File: src/rtl/pipeline_hazard_ctrl_pkg.sv
// -----------------------------------------------------------------------------
// pipeline_hazard_ctrl_pkg
// Shared constants for the pipeline sequencer: register-number width, default
// performance-counter width and the two sequencer FSM state codes.
// No ports.
// -----------------------------------------------------------------------------
package pipeline_hazard_ctrl_pkg;

   // Architectural register number width (16 GPRs)
   localparam int REG_W     = 4;
   // Default width of the stall / flush performance counters
   localparam int CNT_W_DEF = 16;

   // Sequencer FSM encoding
   localparam logic [0:0] ST_RUN      = 1'b0;
   localparam logic [0:0] ST_MEM_WAIT = 1'b1;

endpackage

File: src/rtl/pipeline_hazard_ctrl_hazard_detect.sv
// -----------------------------------------------------------------------------
// hazard_detect
// Purely combinational source/destination compare between the instruction in
// ID and the instructions in EXE and MEM.
// Ports:
//   id_src1_i, id_src2_i   ID source register numbers
//   id_two_src_i           ID instruction also reads id_src2_i
//   exe_wb_en_i            EXE instruction writes back
//   exe_mem_read_i         EXE instruction is a load
//   exe_dest_i             EXE destination register
//   mem_wb_en_i            MEM instruction writes back
//   mem_dest_i             MEM destination register
//   forward_en_i           forwarding unit enabled
//   hazard_o               data hazard (before control priority)
// -----------------------------------------------------------------------------
module hazard_detect
   import pipeline_hazard_ctrl_pkg::*;
(
   input  logic [REG_W-1:0] id_src1_i,
   input  logic [REG_W-1:0] id_src2_i,
   input  logic             id_two_src_i,
   input  logic             exe_wb_en_i,
   input  logic             exe_mem_read_i,
   input  logic [REG_W-1:0] exe_dest_i,
   input  logic             mem_wb_en_i,
   input  logic [REG_W-1:0] mem_dest_i,
   input  logic             forward_en_i,
   output logic             hazard_o
);

   logic exe_match;
   logic mem_match;
   logic exe_hazard;
   logic mem_hazard;

   // Second source only counts when the instruction actually reads it
   assign exe_match = (id_src1_i == exe_dest_i) |
                      (id_two_src_i & (id_src2_i == exe_dest_i));
   assign mem_match = (id_src1_i == mem_dest_i) |
                      (id_two_src_i & (id_src2_i == mem_dest_i));

   // A load result in EXE cannot be forwarded yet, so it stalls even with
   // forwarding on; everything else only stalls when forwarding is off.
   assign exe_hazard = exe_match & exe_wb_en_i & (~forward_en_i | exe_mem_read_i);
   assign mem_hazard = mem_match & mem_wb_en_i & ~forward_en_i;

   assign hazard_o = exe_hazard | mem_hazard;

endmodule

File: src/rtl/pipeline_hazard_ctrl.sv
// -----------------------------------------------------------------------------
// pipeline_hazard_ctrl
// Central sequencer for the 5-stage core: freeze/flush controls for PC and
// the IF/ID/EXE/MEM stage registers, a memory-wait watchdog and saturating
// stall/flush performance counters.
// Ports:
//   clk, rst                      clock (rising edge), async active-low reset
//   id_src1, id_src2, id_two_src  ID source operands
//   exe_wb_en, exe_mem_read, exe_dest   EXE writer info
//   mem_wb_en, mem_dest           MEM writer info
//   forward_en                    forwarding unit enabled
//   branch_taken                  taken branch resolved in EXE
//   mem_req, mem_ready            SRAM request / completion
//   pc_freeze, if_reg_freeze, id_reg_freeze, exe_reg_freeze, mem_reg_freeze
//   if_reg_flush, id_reg_flush
//   hazard                        raw data hazard
//   mem_timeout                   sticky memory-wait watchdog flag
//   stall_cycles, flush_count     saturating performance counters
// -----------------------------------------------------------------------------
module pipeline_hazard_ctrl
   import pipeline_hazard_ctrl_pkg::*;
#(
   parameter int CNT_W   = CNT_W_DEF,
   parameter int TIMEOUT = 255
) (
   input  logic             clk,
   input  logic             rst,
   input  logic [REG_W-1:0] id_src1,
   input  logic [REG_W-1:0] id_src2,
   input  logic             id_two_src,
   input  logic             exe_wb_en,
   input  logic             exe_mem_read,
   input  logic [REG_W-1:0] exe_dest,
   input  logic             mem_wb_en,
   input  logic [REG_W-1:0] mem_dest,
   input  logic             forward_en,
   input  logic             branch_taken,
   input  logic             mem_req,
   input  logic             mem_ready,
   output logic             pc_freeze,
   output logic             if_reg_freeze,
   output logic             if_reg_flush,
   output logic             id_reg_flush,
   output logic             id_reg_freeze,
   output logic             exe_reg_freeze,
   output logic             mem_reg_freeze,
   output logic             hazard,
   output logic             mem_timeout,
   output logic [CNT_W-1:0] stall_cycles,
   output logic [CNT_W-1:0] flush_count
);

   localparam logic [CNT_W-1:0] TIMEOUT_C = CNT_W'(TIMEOUT);

   logic             mem_stall;
   logic [0:0]       state_q,   state_d;
   logic [CNT_W-1:0] wait_q,    wait_d;
   logic             timeout_q, timeout_d;
   logic [CNT_W-1:0] stall_q,   stall_d;
   logic [CNT_W-1:0] flush_q,   flush_d;

   hazard_detect u_hazard_detect (
      .id_src1_i      (id_src1),
      .id_src2_i      (id_src2),
      .id_two_src_i   (id_two_src),
      .exe_wb_en_i    (exe_wb_en),
      .exe_mem_read_i (exe_mem_read),
      .exe_dest_i     (exe_dest),
      .mem_wb_en_i    (mem_wb_en),
      .mem_dest_i     (mem_dest),
      .forward_en_i   (forward_en),
      .hazard_o       (hazard)
   );

   assign mem_stall = mem_req & ~mem_ready;

   // Priority mux: memory stall > taken branch > data hazard. Everything is
   // held at zero while reset is asserted.
   always_comb begin
      pc_freeze      = 1'b0;
      if_reg_freeze  = 1'b0;
      id_reg_freeze  = 1'b0;
      exe_reg_freeze = 1'b0;
      mem_reg_freeze = 1'b0;
      if_reg_flush   = 1'b0;
      id_reg_flush   = 1'b0;
      if (rst) begin
         if (mem_stall) begin
            pc_freeze      = 1'b1;
            if_reg_freeze  = 1'b1;
            id_reg_freeze  = 1'b1;
            exe_reg_freeze = 1'b1;
            mem_reg_freeze = 1'b1;
         end else if (branch_taken) begin
            if_reg_flush = 1'b1;
            id_reg_flush = 1'b1;
         end else if (hazard) begin
            // Hold PC/IF and inject a bubble into ID->EXE
            pc_freeze     = 1'b1;
            if_reg_freeze = 1'b1;
            id_reg_flush  = 1'b1;
         end
      end
   end

   // Memory-wait FSM and watchdog. The wait counter is cleared on return to
   // RUN so a later wait always starts counting from 1.
   always_comb begin
      state_d   = state_q;
      wait_d    = wait_q;
      timeout_d = timeout_q;
      case (state_q)
         ST_RUN: begin
            if (mem_stall) begin
               state_d = ST_MEM_WAIT;
               wait_d  = CNT_W'(1);
            end
         end
         default: begin
            if (!mem_stall) begin
               state_d = ST_RUN;
               wait_d  = '0;
            end else if (wait_q != TIMEOUT_C) begin
               wait_d = wait_q + CNT_W'(1);
            end
            if (mem_stall && (wait_q == TIMEOUT_C)) begin
               timeout_d = 1'b1;
            end
         end
      endcase
   end

   // Saturating performance counters
   always_comb begin
      stall_d = stall_q;
      flush_d = flush_q;
      if (pc_freeze && !(&stall_q)) begin
         stall_d = stall_q + CNT_W'(1);
      end
      if (if_reg_flush && !(&flush_q)) begin
         flush_d = flush_q + CNT_W'(1);
      end
   end

   always_ff @(posedge clk or negedge rst) begin
      if (!rst) begin
         state_q   <= ST_RUN;
         wait_q    <= '0;
         timeout_q <= 1'b0;
         stall_q   <= '0;
         flush_q   <= '0;
      end else begin
         state_q   <= state_d;
         wait_q    <= wait_d;
         timeout_q <= timeout_d;
         stall_q   <= stall_d;
         flush_q   <= flush_d;
      end
   end

   assign mem_timeout  = timeout_q;
   assign stall_cycles = stall_q;
   assign flush_count  = flush_q;

endmodule

File: config.mk
export PLATFORM = sky130hd
export DESIGN_NAME = pipeline_hazard_ctrl
export DESIGN_NICKNAME = d
export VERILOG_FILES = /design/src/rtl/pipeline_hazard_ctrl_pkg.sv /design/src/rtl/pipeline_hazard_ctrl_hazard_detect.sv /design/src/rtl/pipeline_hazard_ctrl.sv
export SDC_FILE = /design/constraint.sdc
export NUM_CORES = 1
export LEC_CHECK = 0
export BUFFER_PORTS_ARGS = -buffer_cell sky130_fd_sc_hd__buf_2
export CAP_MARGIN = 10
export CORE_ASPECT_RATIO = 1.2
export CORE_MARGIN = 4
export CORE_UTILIZATION = 52
export DETAILED_ROUTE_END_ITERATION = 10
export PLACE_DENSITY = 0.78
export SETUP_SLACK_MARGIN = 0.4
export SLEW_MARGIN = 10
export SYNTH_ARGS = -nofsm -noshare
export SYNTH_HDL_FRONTEND = slang
export SYNTH_SLANG_ARGS = --single-unit
File: constraint.sdc
create_clock -name clk -period 3 [get_ports clk]
set_clock_uncertainty 0.15 [all_clocks]
set_input_delay 0.45 -clock clk [delete_from_list [all_inputs] [get_ports clk]]
set_output_delay 0.45 -clock clk [all_outputs]
set_load 0.005 [all_outputs]
* Yosys cells after proc, flatten, opt, wreduce, memory -nomap -nowiden
Index checks and enable logic that the tools add are counted.
** Cells by class
- Reduce and logical (&&, ||, !) cells :: 10
- Multiplexer cells :: 16
- Bitwise gates (word level) :: 13
- Equality and inequality tests :: 7
- Add/sub/neg operators :: 3
** Operators with widths (number)
- $mux 16 :: 4
- $add 16x1->16 const B :: 3
- $reduce_and 16->1 :: 2
- $eq 16x8->1 const B :: 1
- $eq 4x4->1 :: 4
- $ne 16x8->1 const B :: 1
- $mux 1 :: 12
- $and 1x1->1 :: 7
- $or 1x1->1 :: 4
- $reduce_and 2->1 :: 2
- $logic_and 1x1->1 :: 3
- $ne 3x2->1 const B :: 1
- $logic_not 1->1 :: 2
- $not 1->1 :: 2
- $reduce_bool 2->1 :: 1
** Word-level totals
- Logic and storage cells :: 54
- Bits in registers :: 50
- Bits of input ports :: 26

* Logic depth before layout (Yosys ltp)
- Depth after elaboration :: 11
- Mapped depth :: 8

* By module
Synthesis repeated with hierarchy kept, for this count alone.
** Second synthesis, totals
- Cell total of the unflattened synthesis :: 285
- Area, all modules :: 2787.7 µm²
** Modules (own cells, without submodules)
- pipeline_hazard_ctrl :: times used 1, cells each 258, sequential area each 1251.2 µm², area each 2583.7 µm²
- hazard_detect :: times used 1, cells each 27, sequential area each 0.0 µm², area each 203.9 µm²

* Least setup slack after synthesis
OpenSTA, ideal clock, no wires.
- Kind :: input to output
- Start point :: input port id_src1[0]
- End point :: output port pc_freeze
- Data required time :: 2400 ps
- Data arrival time :: 1550 ps
- Stages :: 7
- Path slack :: 850 ps
- Path through :: xnor2_1 nand4_1 o22ai_2 o21ai_2 buf_6 a21oi_1 buf_4
** On the way
- Longest elaborated chain between the ends :: 9
** RTL lines
- start, declared :: line pipeline_hazard_ctrl.sv:28 : input logic [REG_W-1:0] id_src1,
- $eq 4x4->1, on equally long branches :: line pipeline_hazard_ctrl_hazard_detect.sv:37, pipeline_hazard_ctrl_hazard_detect.sv:39
- $or 1x1->1, on equally long branches :: line pipeline_hazard_ctrl_hazard_detect.sv:37, pipeline_hazard_ctrl_hazard_detect.sv:39
- $and 1x1->1, on equally long branches (2 in a row) :: line pipeline_hazard_ctrl_hazard_detect.sv:44, pipeline_hazard_ctrl_hazard_detect.sv:45
- $or 1x1->1 (*) :: line pipeline_hazard_ctrl_hazard_detect.sv:47 : assign hazard_o = exe_hazard | mem_hazard;
- $mux 1 (*) (4 in a row)
- end, declared :: line pipeline_hazard_ctrl.sv:40 : output logic pc_freeze,
Every way passes the cells marked *; elsewhere a longest branch is shown, timed or not.

* Worst setup path in the final report
- Start point :: input port rst
- End point :: output port if_reg_flush
** On the way
- Longest elaborated chain between the ends :: 1
** RTL lines
- start, declared :: line pipeline_hazard_ctrl.sv:27 : input logic rst,
- $mux 1 :: line pipeline_hazard_ctrl.sv:87 : if (rst) begin
- end, declared :: line pipeline_hazard_ctrl.sv:42 : output logic if_reg_flush,
No other way between the ends.

==> results.sh <==
export IMPL_outcome="complete, no violations"
export IMPL_wl_per_cell_um=15.1
export IMPL_seq_area_sq_um=1250
export IMPL_grt_max_degree=27
export IMPL_cts_clk_slew_worst_paths_ns=0.08
export IMPL_finalWorstPathRequiredPeriod_ns=2.35
export IMPL_worst_path_max_fanout=17
export IMPL_first_pass_iters=4
export IMPL_critical_path_max_stage_delay_ns=0.53
export IMPL_holdCritPathClass="flip-flop to flip-flop"
export IMPL_die_width_um=76.6
export IMPL_cap_viol_max_count=0
export IMPL_post_dp_cell_area_sq_um=3300
export IMPL_ioPinCount=67
export IMPL_wirelength_mm=6.38
export IMPL_drt_iter0_markers=110
export IMPL_nNetsFinal=388
export IMPL_crit_slowest_cell="dlygate4sd3_1"
export IMPL_cts_tree="done"
export IMPL_synth_seq_cells=50
export IMPL_fin_area_sq_um=3410
export IMPL_grt_pass1_vias=2470
export IMPL_ff2ff_path_depth=7
export IMPL_gr_total_overflow=0
export IMPL_hold_worst_slack_ns=0.317
export IMPL_startpoint_type="input port"
export IMPL_hold_viol=0
export IMPL_power_switching_w=0.000493
export IMPL_postSynthCellCount=292
export IMPL_yosysSeqAreaShare_pct=42.6
export IMPL_yosysWarnings=0
export IMPL_critPathCaptureType="output pin"
export IMPL_synth_cell_types=53
export IMPL_nFillCells=440
export IMPL_clock_sinks=50
export IMPL_crit_type="input port to output pin"
export IMPL_drc=0
export IMPL_ir_drop_mv=0.388
export IMPL_path_depth=5
export IMPL_num_rows=29
export IMPL_fin_crit_sh_pct=78.3
export IMPL_setup_viol=0
export IMPL_power_leakage_nw=1.60
export IMPL_detail_route_vias_per_cell=5.65
export IMPL_p_comb_share_pct=20.9
export IMPL_hold_depth=1
export IMPL_postRouteAntennaNets=0
export IMPL_multiInputGateArea_sq_um=1570
export IMPL_num_antenna_cells=0
export IMPL_timing_fmax_mhz=426
export IMPL_htree_levels=2
export IMPL_antenna_found_initial=0
export IMPL_swShare_pct=30.8
export IMPL_clock_latency_ns=0.31
export IMPL_grt_pass1_wl_mm=11.1
export IMPL_core_area_sq_um=5370
export IMPL_power_total_w=0.00160
export IMPL_cts_root_buffer="clkbuf_8"
export IMPL_cts_buffers=5
export IMPL_p_per_area_nw_per_um2=470
export IMPL_grt_total_usage_pct=19.3
export IMPL_crit_buf_inv=3
export IMPL_tightestPinTransition_ns=0.594
export IMPL_worstPathCellList="dlygate4sd3_1 -> clkbuf_4 -> nand2_1 -> nor2_1 -> buf_2"
export IMPL_numPortBuffers=66
export IMPL_die_area_sq_um=6920
export IMPL_crit_family="buffers and inverters"
export IMPL_die_h_um=90.3
export IMPL_slew_viol_final=0
export IMPL_p_int_w=0.00111
export IMPL_synthToLayoutAreaGrowth_pct=16.0
export IMPL_syn_nets=321
export IMPL_worstPathRequired_ns=2.40
export IMPL_p_seq_share_pct=53.8
export IMPL_grt_setup_unrepaired="no"
export IMPL_syn_cell_area_sq_um=2940
export IMPL_clkPwrFrac_pct=25.4
export IMPL_via_count=2384
export IMPL_syn_avg_cell_area_sq_um=10.1
export IMPL_cp_data_arrival_time_ns=1.75
export IMPL_clockBufferDepth=2
export IMPL_hpwl_mm=4.84
export IMPL_initial_core_util_pct=54.7
export IMPL_max_slew_margin_pct=60.4
export IMPL_drive_gt1_share_pct=28.6
export IMPL_place_congestion=0.789
export IMPL_fin_setup_tns_ns=0
-- area by class of cell --
class,count,share of cell area (%)
clock inverters,1,0.147
repair buffers,72,11.2
well taps,62,2.28
flip-flops and latches,50,36.7
multi-input cells,220,46.1
inverters,10,1.10
clock buffers,7,2.53
-- synthesized netlist by cell type, drive strengths merged --
library cell / count / area, sq um
a2111o: 1 / 11.3
a2111oi: 6 / 103
a211oi: 6 / 45.0
a21oi: 8 / 43.8
a311oi: 1 / 26.3
a31oi: 4 / 25.0
a32o: 1 / 10.0
and2: 5 / 31.3
and3: 3 / 18.8
and4: 5 / 48.8
buf: 9 / 67.6
clkbuf: 3 / 11.3
dfrtp: 50 / 1250
ha: 3 / 37.5
inv: 10 / 37.5
mux2: 4 / 48.8
mux2i: 2 / 20.0
nand2: 30 / 113
nand2b: 4 / 25.0
nand3: 15 / 90.1
nand3b: 1 / 7.51
nand4: 15 / 100
nand4b: 1 / 8.76
nor2: 14 / 52.6
nor2b: 2 / 12.5
nor3: 8 / 56.3
nor3b: 1 / 7.51
nor4: 1 / 6.26
o2111ai: 1 / 8.76
o211ai: 1 / 7.51
o21ai: 21 / 113
o22ai: 2 / 25.0
o31a: 1 / 8.76
o31ai: 2 / 15.0
or2: 3 / 21.3
or2b: 1 / 11.3
xnor2: 30 / 263
xor2: 17 / 149
-- worst reg2reg max path, cell delays in order, from the launching register on --
cell,delay (ns)
dfrtp_1,0.42
ha_1,0.22
nand3_2,0.16
or2_4,0.30
nor3_4,0.26
or2b_4,0.28
a21oi_2,0.08
mux2_4,0.32
-- cell usage in the layout (no fill, tap or decap), types with 2 or more instances in the layout --
master,Yosys,layout
mux2_1,2,2
o22ai_2,2,2
buf_2,3,65
o21ai_2,2,2
nand3_2,3,3
a31oi_1,4,4
o31ai_1,2,2
xnor2_1,30,30
inv_1,10,10
clkbuf_8,0,6
o21ai_0,9,9
nand4_1,14,14
buf_4,4,5
nor2_1,14,14
nand3_1,12,12
a211oi_1,6,6
ha_1,3,3
dfrtp_1,50,50
and4_4,2,2
xor2_1,17,17
and2_1,5,5
nand2_1,30,30
nor2b_1,2,2
and4_1,3,3
nand2b_1,4,4
and3_1,3,3
nor3_1,6,6
mux2i_1,2,2
a21oi_1,7,7
a2111oi_2,5,5
o21ai_1,10,10
-- kinds of logic after synthesis --
| kind of cell | Yosys count | share of synthesized area (%) |
|---|---|---|
| simple gates | 109 | 20.8 |
| compound gates | 55 | 15.0 |
| flops | 50 | 42.6 |
| xor+xnor | 47 | 14.0 |
| buf+inv | 22 | 3.96 |
| mux | 6 | 2.34 |
| fa+ha+maj | 3 | 1.28 |
-- stage by stage --
step	setup slack (ns)	util, %	cells
after floorplan	0.850	-	292
after global placement	0.664	61.5	413
after detailed placement	0.614	61.5	413
after CTS	0.527	63.4	422
after global routing	0.475	63.5	422
final	0.650	63.5	422
-- final timing paths --
check,startpoint,to,slack [ns]
setup / recovery,rst,if_reg_flush,0.65
hold / removal,mem_timeout,mem_timeout,0.32
setup reg to reg,stall_cycles[1],stall_cycles[1],0.70
hold reg to reg,mem_timeout,mem_timeout,0.32
max in group asynchronous,rst,wait_q[9],1.69
min in group asynchronous,rst,stall_cycles[9],0.41
-- layer usage --
layer  GRT usage, %  part of all wire [%]  vias up
met5              0                     0        -
met4           6.50                   1.3        0
met3           4.99                   5.8        7
met2           33.7                    50       58
met1           23.0                    43     1144
li1               -                     -     1175
-- power groups by stage --
| stage | sequential, W | clock, W | combinational (W) |
|---|---|---|---|
| after floorplan | 0.000864 | 0 | 0.000184 |
| final | 0.000861 | 0.000406 | 0.000334 |
| after CTS | 0.000861 | 0.000415 | 0.000342 |
| after detailed placement | 0.000874 | 0 | 0.000338 |
| after global routing | 0.000878 | 0.000443 | 0.000376 |
| after global placement | 0.000868 | 0 | 0.000329 |
-- sequential cells by signal (all words and copies together), names as in the netlist --
signal and flops:
flush_count 16, stall_cycles 16, wait_q 16, mem_timeout 1, state_q 1
-- timing repair --
action,CTS,global route
hold endpoints to repair,9,0
hold buffers,1,0
buffers inserted,0,0
resized for setup,0,1
setup endpoints to repair,0,1
No activity file was read; power rests on OpenSTA's default activity.
